[config.mk]
export PLATFORM = sky130hd
export DESIGN_NAME = iterative_shift_unit
export DESIGN_NICKNAME = d
export VERILOG_FILES = /design/src/rtl/iterative_shift_unit.sv
export SDC_FILE = /design/constraint.sdc
export NUM_CORES = 1
export LEC_CHECK = 0
export ABC_AREA = 1
export BUFFER_PORTS_ARGS = -buffer_cell sky130_fd_sc_hd__clkbuf_2
export CAP_MARGIN = 20
export CORE_ASPECT_RATIO = 1.75
export CORE_MARGIN = 2
export CORE_UTILIZATION = 45
export DETAILED_ROUTE_END_ITERATION = 16
export GPL_TIMING_DRIVEN = 0
export MAX_ROUTING_LAYER = met4
export PLACE_DENSITY = 0.62
export SETUP_SLACK_MARGIN = 0.02
export SLEW_MARGIN = 20
export SYNTH_ARGS = -nofsm -noshare
export SYNTH_HDL_FRONTEND = slang
export SYNTH_SLANG_ARGS = --single-unit
[constraint.sdc]
create_clock -name clock -period 5.7 [get_ports clock]
set_clock_uncertainty 0.1 [all_clocks]
set_input_delay 0.57 -clock clock [delete_from_list [all_inputs] [get_ports clock]]
set_output_delay 0.57 -clock clock [all_outputs]
set_load 0.05 [all_outputs]
[src/rtl/iterative_shift_unit.sv]
// ============================================================================
//  Module   : iterative_shift_unit
//  Brief    : Multi-cycle SLL / SRA shifter, one power-of-two stage per clock.
//  Revision : 1.0 - initial release
// ============================================================================
`default_nettype none

module iterative_shift_unit #(
    parameter int WIDTH   = 32,
    parameter int SHAMT_W = 5
) (
    input  logic               clock,
    input  logic               reset,
    input  logic               ctrl_start,
    input  logic               ctrl_dir,
    input  logic [WIDTH-1:0]   data_operand,
    input  logic [SHAMT_W-1:0] ctrl_shiftamt,
    output logic [WIDTH-1:0]   data_result,
    output logic               data_resultRDY,
    output logic               data_busy
);

    typedef enum logic [1:0] {
        S_IDLE  = 2'd0,
        S_SHIFT = 2'd1,
        S_DONE  = 2'd2
    } state_t;

    localparam logic [SHAMT_W-1:0] c_K_FIRST = SHAMT_W'(SHAMT_W - 1);

    state_t             r_state;
    logic [WIDTH-1:0]   r_work;
    logic [SHAMT_W-1:0] r_amt;
    logic [SHAMT_W-1:0] r_k;
    logic               r_dir;

    logic [WIDTH-1:0]   w_cand [SHAMT_W];
    logic [WIDTH-1:0]   w_stage;

    // Each stage is a fixed-distance shift; the sign bit of r_work never
    // changes under SRA, so it still holds the captured operand MSB.
    for (genvar i = 0; i < SHAMT_W; i++) begin : g_stage
        localparam int c_SH = 1 << i;
        logic [WIDTH-1:0] w_sll;
        logic [WIDTH-1:0] w_sra;
        assign w_sll     = {r_work[WIDTH-1-c_SH:0], {c_SH{1'b0}}};
        assign w_sra     = {{c_SH{r_work[WIDTH-1]}}, r_work[WIDTH-1:c_SH]};
        assign w_cand[i] = r_dir ? w_sra : w_sll;
    end

    always_comb begin
        w_stage = r_work;
        for (int i = 0; i < SHAMT_W; i++) begin
            if ((r_k == SHAMT_W'(i)) && r_amt[i]) begin
                w_stage = w_cand[i];
            end
        end
    end

    always_ff @(posedge clock or posedge reset) begin
        if (reset) begin
            r_state        <= S_IDLE;
            r_work         <= '0;
            r_amt          <= '0;
            r_k            <= '0;
            r_dir          <= 1'b0;
            data_result    <= '0;
            data_resultRDY <= 1'b0;
            data_busy      <= 1'b0;
        end else begin
            data_resultRDY <= 1'b0;
            case (r_state)
                S_IDLE, S_DONE: begin
                    if (ctrl_start) begin
                        r_work    <= data_operand;
                        r_amt     <= ctrl_shiftamt;
                        r_dir     <= ctrl_dir;
                        r_k       <= c_K_FIRST;
                        data_busy <= 1'b1;
                        r_state   <= S_SHIFT;
                    end else begin
                        r_state   <= S_IDLE;
                    end
                end
                S_SHIFT: begin
                    r_work <= w_stage;
                    if (r_k == '0) begin
                        data_result    <= w_stage;
                        data_resultRDY <= 1'b1;
                        data_busy      <= 1'b0;
                        r_state        <= S_DONE;
                    end else begin
                        r_k <= r_k - 1'b1;
                    end
                end
                default: begin
                    r_state   <= S_IDLE;
                    data_busy <= 1'b0;
                end
            endcase
        end
    end

endmodule

`default_nettype wire

==> results of run 1 <==
## sequential cells by signal, summed over array words and instances, names as in the netlist
register / flops
data_result: 32
r_work: 32
r_amt: 5
r_k: 5
r_state: 2
data_busy: 1
data_resultRDY: 1
r_dir: 1
## metrics by stage
step | cells | worst slack [ns]
2_1_floorplan | 975 | 3.01
3_3_place_gp | 1220 | 2.08
3_5_place_dp | 1221 | 3.07
4_1_cts | 1237 | 3.05
5_1_grt | 1237 | 2.79
6_report | 1237 | 2.94
## cell usage after synthesis (all sizes together)
cell type	n
nand4	2
inv	107
nor2	54
buf	39
o211ai	2
o21ai	68
a31oi	8
nor3	2
nand3	150
o22ai	1
a21oi	46
ha	5
clkbuf	14
nand2	397
dfrtp	79
o21a	1
## final cells by class
class                   count  area [um2]  share of cell area
clock inverters             6         118              0.0171
plain buffers              53         277              0.0402
well taps                 171         214              0.0311
clock buffers              10         229              0.0333
inverters                 107         407              0.0591
multi-input cells         736        3260               0.474
flip-flops and latches     79        1980               0.287
repair buffers             75         398              0.0578
## cell usage in the layout, fill, tap and decap left out, types with 3 or more instances in the layout
| master | synthesis | routed |
|---|---|---|
| a31oi_1 | 8 | 8 |
| ha_1 | 5 | 5 |
| clkbuf_16 | 0 | 9 |
| o21ai_0 | 66 | 66 |
| inv_2 | 3 | 3 |
| nor2_1 | 47 | 47 |
| bufinv_16 | 0 | 3 |
| nand3_1 | 147 | 147 |
| buf_1 | 3 | 3 |
| a21oi_1 | 46 | 46 |
| buf_2 | 26 | 26 |
| dfrtp_1 | 79 | 79 |
| inv_1 | 103 | 102 |
| clkbuf_1 | 14 | 15 |
| nand2_1 | 396 | 396 |
| clkbuf_2 | 0 | 74 |
| nor2_4 | 3 | 3 |
| buf_4 | 8 | 8 |
| nor2_2 | 3 | 3 |
## critical path: stages (launching register included)
cell	delay, ns
dfrtp_1	0.43
inv_1	0.14
ha_1	0.19
inv_1	0.05
nor2_2	0.18
nand4_2	0.40
inv_2	0.28
buf_2	0.30
o21ai_0	0.13
nand2_1	0.29
nand2_1	0.11
nand2_1	0.08
## power groups by stage
stage | Clock (uW) | Combinational [uW] | Sequential (uW)
after CTS | 707 | 2940 | 1030
after floorplan | 0 | 1630 | 1310
after global placement | 0 | 2910 | 1030
final | 707 | 3030 | 1040
after detailed placement | 0 | 2930 | 1030
after global routing | 726 | 3270 | 1060
## metal layers
layer	track usage	wire [um]
met1	0.442	10100
met4	0.363	2890
met3	0.0633	1970
met2	0.699	13900
met5	-	0
## how the worst min path moves through the flow
| stage | start | to | slack [ns] | depth (start not counted) |
|---|---|---|---|---|
| floorplan | r_amt[1]$_DFFE_PP0P_ | r_amt[1]$_DFFE_PP0P_ | 0.35 | 2 |
| global placement | data_result[23]$_DFFE_PP0P_ | data_result[23]$_DFFE_PP0P_ | 0.36 | 2 |
| detailed placement | data_result[4]$_DFFE_PP0P_ | data_result[4]$_DFFE_PP0P_ | 0.36 | 2 |
| CTS | reset | data_result[14]$_DFFE_PP0P_ | 0.14 | 2 |
| global route | reset | data_result[14]$_DFFE_PP0P_ | 0.18 | 2 |
| finish | reset | data_result[14]$_DFFE_PP0P_ | 0.13 | 2 |
## cell families (layout without fill, tap and decap cells)
family | Yosys count | after routing
buffers and inverters | 160 | 251
AOI/OAI and AO/OA | 126 | 126
DFF | 79 | 79
adders and majority gates | 5 | 5
and+or+nand+nor | 605 | 605
==> summary.txt, run 1 <==
Global routing
  • Leftover overflow at the end of global routing: 0
  • Pin count of the biggest net entering global routing: 46
  • Vias in the first global route: 7045
  • Number of antenna violations at the first check in global routing: 0
  • Global-route usage over all layers: 0.424
  • Wire length of the first global-routing pass: 42600 um

Pwr
  • Worst supply voltage drop on vdd: 330 uV
  • Combinational fraction of design power: 0.635
  • Internal power contribution: 2000 uW
  • P_sw: 2780 uW
  • Sequential fraction of design power: 0.217
  • Clock share of power: 0.148
  • Areal power density over the cells: 694 nW/um2
  • Share of total power consumed by net switching: 0.582
  • Total power consumption of the routed design: 4770 uW
  • Leakage power summed over all cells: 0.00394 uW

Synth
  • Post-synthesis mux area share: 0
  • Synth Instances: 975
  • Sequential cell area fraction in the yosys report: 0.334
  • Fraction of the mapped netlist area in compound gates: 0.110
  • Area share of the largest cell type after synthesis: 0.334
  • Adder-Cell Fraction of Synth Area: 0.0106
  • Number of nets produced by synthesis: 1021
  • Synth cell types: 29
  • Library cell with the largest summed area after synthesis: dfrtp_1
  • Largest cells by area after synthesis: dfrtp_1 33%, nand2_1 25%, nand3_1 12%, inv_1 6.5%, o21ai_0 5.6%
  • Xor and xnor area share after synthesis: 0
  • Summed instance area of the synthesized netlist: 5920 um2
  • Number of warnings issued by yosys: 0
  • Synthesized area divided by synthesized cell count: 6.07 um2
  • Largest family of logic cells by synthesized area: simple AND/OR/NAND/NOR gates
  • Synth Register Bits: 79
  • Simple-gate share of the synthesized area: 0.431

Clock tree
  • Hold buffers post-CTS: 0
  • Clk sink count: 79
  • Total clock buffers created by CTS: 9
  • Number of buffers inserted to repair setup after CTS: 0
  • Count of instances resized after the clock tree is built: 0
  • CTS tree: yes
  • Number of H-tree branching levels: 3
  • Max Buffers Root-to-Sink: 2
  • Cell chosen for the clock root: clkbuf_16
  • Clock latency on the worst-skew pair: 0.35 ns
  • Clock transition at the registers of the reported paths: 0.07 ns

Setup path
  • Arrival time of data at the critical path endpoint: 2.96 ns
  • R2R Path Start: r_k[0]$_DFFE_PP0P_
  • Category of the critical setup timing path: flip-flop to flip-flop
  • Critical path startpoint category: flip-flop
  • Endpoint class of the critical path: flip-flop
  • Capturing instance or port of the critical path: r_work[24]$_DFFE_PP0P_
  • Crit path required time: 5.90 ns
  • R2r setup slk: 2.94 ns
  • Worst R2R End: r_work[24]$_DFFE_PP0P_
  • Worst setup path startpoint: r_k[0]$_DFFE_PP0P_
  • Critical path fanouts, max: 10
  • Depth of the most critical reg-to-reg path: 11

Final layout
  • Area growth from synthesis to final layout: 16.2%
  • Layout fillers: 1396
  • Share of the core filled with cells in the final layout: 0.535
  • Inserted Diodes: 0
  • Post-route standard cell area excluding fillers: 6880 um2
  • Final Net Count: 1107
  • Ratio of cells with drive above 1 in the final layout: 0.134

Status
  • Outcome: complete, no violations

STA
  • Relative slew margins: 0.473
  • RSZ-0062 raised after global routing: no
  • Final Hold Fails: 0
  • Worst hold margin: 0.127 ns
  • TNS Setup: 0 ns
  • Measured slew at the worst slew-check pin: 0.787 ns
  • Fmax achieved: 362 MHz
  • Crit share post-route: 0.484
  • Min Tclk post-route: 2.76 ns
  • Setup-violating endpoint count in the final report: 0
  • Max-slew violation total from the final report: 0

Routing
  • Via density per instance: 5.75
  • DRC viols: 0
  • Final routed wire length divided by cell count: 23.3 um
  • DRC violation total after the first TritonRoute iteration: 718
  • WL final: 28800 um
  • Via count: 7110
  • Number of search-and-repair iterations in the first detailed-routing pass: 5
  • Remaining antenna violation count after routing: 0

Flow run
  • # Max-Cap Violations: 0

Placement
  • Placed cell area: 6530 um2
  • Hpwl dp: 22000 um
  • Input/output buffers: 74
  • Global placement routability congestion: 1.09

Floorplanning
  • Initial Utilization: 0.460
  • Die W: 90.7 um
  • Die Height: 156 um
  • Die area: 14100 um2
  • Site Rows: 55
  • Core ar.: 12900 um2
  • Count of boundary I/O pins: 75

Min path
  • Min-Delay Path Class: primary input to asynchronous set/reset pin
No activity file was read; power rests on OpenSTA's default activity.
==> inputs of run 2 (changes only) <==
- ABC_AREA: 1 -> 0
- clock period: 5.7 -> 2.9 ns (I/O delays scaled with it)
==> run 2 against run 1 <==
Net effect: sequential power rose by 130%; first-iteration DRC count is 41% higher; synthesized cell count is 30% lower; combinational power grew 83%; clock power up 63%; via count decreased by 5.7%; critical path type unchanged; highest routed layer unchanged.
==> summary.txt, run 2 <==
Global routing
  • Number of antenna violations at the first check in global routing: 0 (unchanged)
  • Wire length of the first global-routing pass: 42300 um (was 42600 um)
  • Met1 Resource Use GR: 0.510 (was 0.442)
  • Leftover overflow at the end of global routing: 0 (unchanged)
  • Pin count of the biggest net entering global routing: 48 (was 46)
  • Global-route usage over all layers: 0.472 (was 0.424)
  • Met3 demand-to-capacity share in global routing: 0.146 (was 0.0633)
  • Met2 GRT Util: 0.701 (was 0.699)
  • Gr busiest metal: met2 (unchanged)
  • Vias in the first global route: 6542 (was 7045)

Placement
  • Input/output buffers: 74 (unchanged)
  • Number of cells after detailed placement: 895 (was 1221)
  • Global placement routability congestion: 1.17 (was 1.09)
  • Hpwl dp: 21400 um (was 22000 um)
  • Minimum setup slack after placement: -0.272 ns (was 3.07 ns)

STA
  • Worst hold margin: 0.0305 ns (was 0.127 ns)
  • Setup-violating endpoint count in the final report: 0 (unchanged)
  • Relative slew margins: 0.374 (was 0.473)
  • Crit share post-route: 0.984 (was 0.484)
  • Measured slew at the worst slew-check pin: 0.939 ns (was 0.787 ns)
  • Slack of the critical path: 0.0459 ns (was 2.94 ns)
  • RSZ-0062 raised after global routing: no (unchanged)
  • Final Hold Fails: 0 (unchanged)
  • Min Tclk post-route: 2.85 ns (was 2.76 ns)
  • Fmax achieved: 350 MHz (was 362 MHz)
  • Max-slew violation total from the final report: 0 (unchanged)
  • TNS Setup: 0 ns (unchanged)

Pwr
  • Areal power density over the cells: 1430 nW/um2 (was 694 nW/um2)
  • Total power consumption of the routed design: 9120 uW (was 4770 uW)
  • Leakage power summed over all cells: 0.00273 uW (was 0.00394 uW)
  • Worst supply voltage drop on vdd: 845 uV (was 330 uV)

Routing
  • Via density per instance: 7.38 (was 5.75)
  • WL final: 29300 um (was 28800 um)
  • DRC violation total after the first TritonRoute iteration: 1013 (was 718)
  • Number of search-and-repair iterations in the first detailed-routing pass: 6 (was 5)
  • Via count: 6708 (was 7110)
  • Remaining antenna violation count after routing: 0 (unchanged)
  • Final routed wire length divided by cell count: 32.3 um (was 23.3 um)
  • DRC viols: 0 (unchanged)

Synth
  • Number of warnings issued by yosys: 0 (unchanged)
  • Top flip-flop cell by instance count after synthesis: dfrtp_1 (unchanged)
  • Summed instance area of the synthesized netlist: 5400 um2 (was 5920 um2)
  • Synth Instances: 683 (was 975)
  • Number of enable-type register cells in the synthesized netlist: 0 (unchanged)
  • Sequential cell area fraction in the yosys report: 0.366 (was 0.334)
  • Synth cell types: 64 (was 29)
  • Most frequent cell after synthesis: nand2_1 (unchanged)
  • Number of nets produced by synthesis: 729 (was 1021)
  • Commonest cells post-synth: 120 x nand2_1, 85 x o21ai_0, 79 x dfrtp_1, 51 x a21oi_1, 38 x clkbuf_1 (was 396 x nand2_1, 147 x nand3_1, 103 x inv_1, 79 x dfrtp_1, 66 x o21ai_0)
  • Library cell with the largest summed area after synthesis: dfrtp_1 (unchanged)
  • Fraction of synthesis flops using an asynchronous set or reset pin: 1.00 (unchanged)
  • Synthesized area divided by synthesized cell count: 7.90 um2 (was 6.07 um2)
  • Area share of the largest cell type after synthesis: 0.366 (was 0.334)
  • Synth Register Bits: 79 (unchanged)
  • Largest cells by area after synthesis: dfrtp_1 37%, nand2_1 8.3%, o21ai_0 7.9%, a21oi_1 4.7%, a22oi_1 2.9% (was dfrtp_1 33%, nand2_1 25%, nand3_1 12%, inv_1 6.5%, o21ai_0 5.6%)

Setup path
  • Max stage delay cell, worst path: clkbuf_1 (was dfrtp_1)
  • Critical path startpoint category: flip-flop (unchanged)
  • Depth of the most critical reg-to-reg path: 8 (was 11)
  • Endpoint class of the critical path: flip-flop (unchanged)
  • Worst R2R End: r_work[4]$_DFFE_PP0P_ (was r_work[24]$_DFFE_PP0P_)
  • Kind of cell with the highest combined delay on the critical path: buffers and inverters (was simple AND/OR/NAND/NOR gates)
  • Sum of buffers and inverters on the critical path: 4 (unchanged)
  • Category of the critical setup timing path: flip-flop to flip-flop (unchanged)
  • Critical path fanouts, max: 10 (unchanged)
  • Arrival time of data at the critical path endpoint: 3.01 ns (was 2.96 ns)
  • R2r setup slk: 0.05 ns (was 2.94 ns)
  • Crit path required time: 3.06 ns (was 5.90 ns)
  • Cells traversed along the worst timing path: buf_2, buf_2, clkbuf_1, clkbuf_2, a21oi_1, a32oi_1, a21oi_1, o31ai_1 (was inv_1, ha_1, inv_1, nor2_2, nand4_2, inv_2, buf_2, o21ai_0, nand2_1, nand2_1, nand2_1)
  • Biggest cell delay along the critical path: 0.54 ns (was 0.43 ns)
  • R2R Path Start: r_dir$_DFFE_PP0P_ (was r_k[0]$_DFFE_PP0P_)

Min path
  • Launch point of the worst hold path: ctrl_shiftamt[3]
  • Cell count of the worst hold path: 3
  • Min-Delay Path Class: primary input to flip-flop (was primary input to asynchronous set/reset pin)
  • Endpoint of the worst hold path: r_amt[3]$_DFFE_PP0P_

Final layout
  • Final Net Count: 814 (was 1107)
  • Registers with the most flip-flops: data_result (32), r_work (32) (unchanged)
  • Final standard cell count with taps included and fillers excluded: 909 (was 1237)
  • Area growth from synthesis to final layout: 18.2% (was 16.2%)
  • Commonest cells after routing, fill and taps aside: 117 x nand2_1, 85 x o21ai_0, 84 x clkbuf_2 (was 396 x nand2_1, 147 x nand3_1, 102 x inv_1)
  • Inserted Diodes: 0 (unchanged)
  • Ratio of cells with drive above 1 in the final layout: 0.196 (was 0.134)
  • Most frequent standard cell in the layout excluding fill and tap cells: nand2_1 (unchanged)

Clock tree
  • Clock transition at the registers of the reported paths: 0.06 ns (was 0.07 ns)
  • Clock latency on the worst-skew pair: 0.35 ns (about the same)
  • Max Buffers Root-to-Sink: 2 (unchanged)
  • Number of H-tree branching levels: 3 (unchanged)
  • CTS tree: yes (unchanged)
  • Total clock buffers created by CTS: 9 (unchanged)
  • Clk sink count: 79 (unchanged)
  • Cell chosen for the clock root: clkbuf_16 (unchanged)

Floorplanning
  • Core ar.: 11900 um2 (was 12900 um2)
  • Initial Utilization: 0.455 (was 0.460)
  • Count of boundary I/O pins: 75 (unchanged)
  • Die area: 12900 um2 (was 14100 um2)
  • Die W: 86.8 um (was 90.7 um)
  • Site Rows: 53 (was 55)
  • Die Height: 149 um (was 156 um)

Status
  • Outcome: complete, no violations (unchanged)

Flow run
  • # Max-Cap Violations: 0 (unchanged)
## run 2: metal layers
metal	vias up	wire length, um
met1	3099	9380
met2	651	13100
met3	223	3620
met5	-	0
met4	0	3230
li1	2735	-
## run 2: cells by family after synthesis
kind of cell / Yosys count / synth area share
compound gates: 281 / 0.337
xor+xnor: 3 / 0.00487
fa+ha+maj: 5 / 0.0116
buf+inv: 69 / 0.0572
flops: 79 / 0.366
mux: 5 / 0.00996
simple gates: 241 / 0.214
## run 2: worst max-delay path by stage
stage | start | endpoint | slack (ns) | cells after the start
finish | r_dir$_DFFE_PP0P_ | r_work[4]$_DFFE_PP0P_ | 0.05 | 8
global route | r_k[2]$_DFFE_PP0P_ | r_work[14]$_DFFE_PP0P_ | 0.006 | 9
CTS | r_k[0]$_DFFE_PP0P_ | r_work[15]$_DFFE_PP0P_ | 0.02 | 9
detailed placement | r_k[0]$_DFFE_PP0P_ | data_result[30]$_DFFE_PP0P_ | -0.27 | 10
global placement | reset | data_resultRDY$_DFF_PP0_ | -0.33 | 2
floorplan | reset | data_busy$_DFFE_PP0P_ | 0.49 | 1
## run 2: area by class of cell
type | count | area (um2)
Fill cell | 1149 | 5490
Multi-Input combinational cell | 535 | 3200
Sequential cell | 79 | 1980
Timing Repair Buffer | 77 | 415
Buffer | 57 | 289
Clock buffer | 12 | 246
Tap cell | 137 | 171
Clock inverter | 3 | 43.8
Inverter | 9 | 36.3
## run 2: through the flow
stage,utilization,cell area [um2]
2_1_floorplan,-,5400
3_3_place_gp,0.500,5940
3_5_place_dp,0.503,5970
4_1_cts,0.530,6300
5_1_grt,0.538,6380
6_report,0.538,6380
## run 2: power breakdown
part / total (uW) / leakage, uW / switching, uW / internal [uW]
clock network: 1150 / 0.000143 / 463 / 687
logic: 5550 / 0.00162 / 4000 / 1560
registers: 2410 / 0.000975 / 785 / 1630
total: 9120 / 0.00273 / 5240 / 3870
## run 2: what timing repair did
action | CTS | global route
hold buffers | 1 | 0
buffers inserted | 0 | 1
setup endpoints to repair | 51 | 55
hold endpoints to repair | 32 | 0
cloned | 0 | 0
gates resized for setup | 12 | 31
pin swaps | 0 | 1
## run 2: tightest hold or removal path, cell delays in order
cell	delay [ns]
clkbuf_2	0.07
nand2_1	0.04
nand2_1	0.05
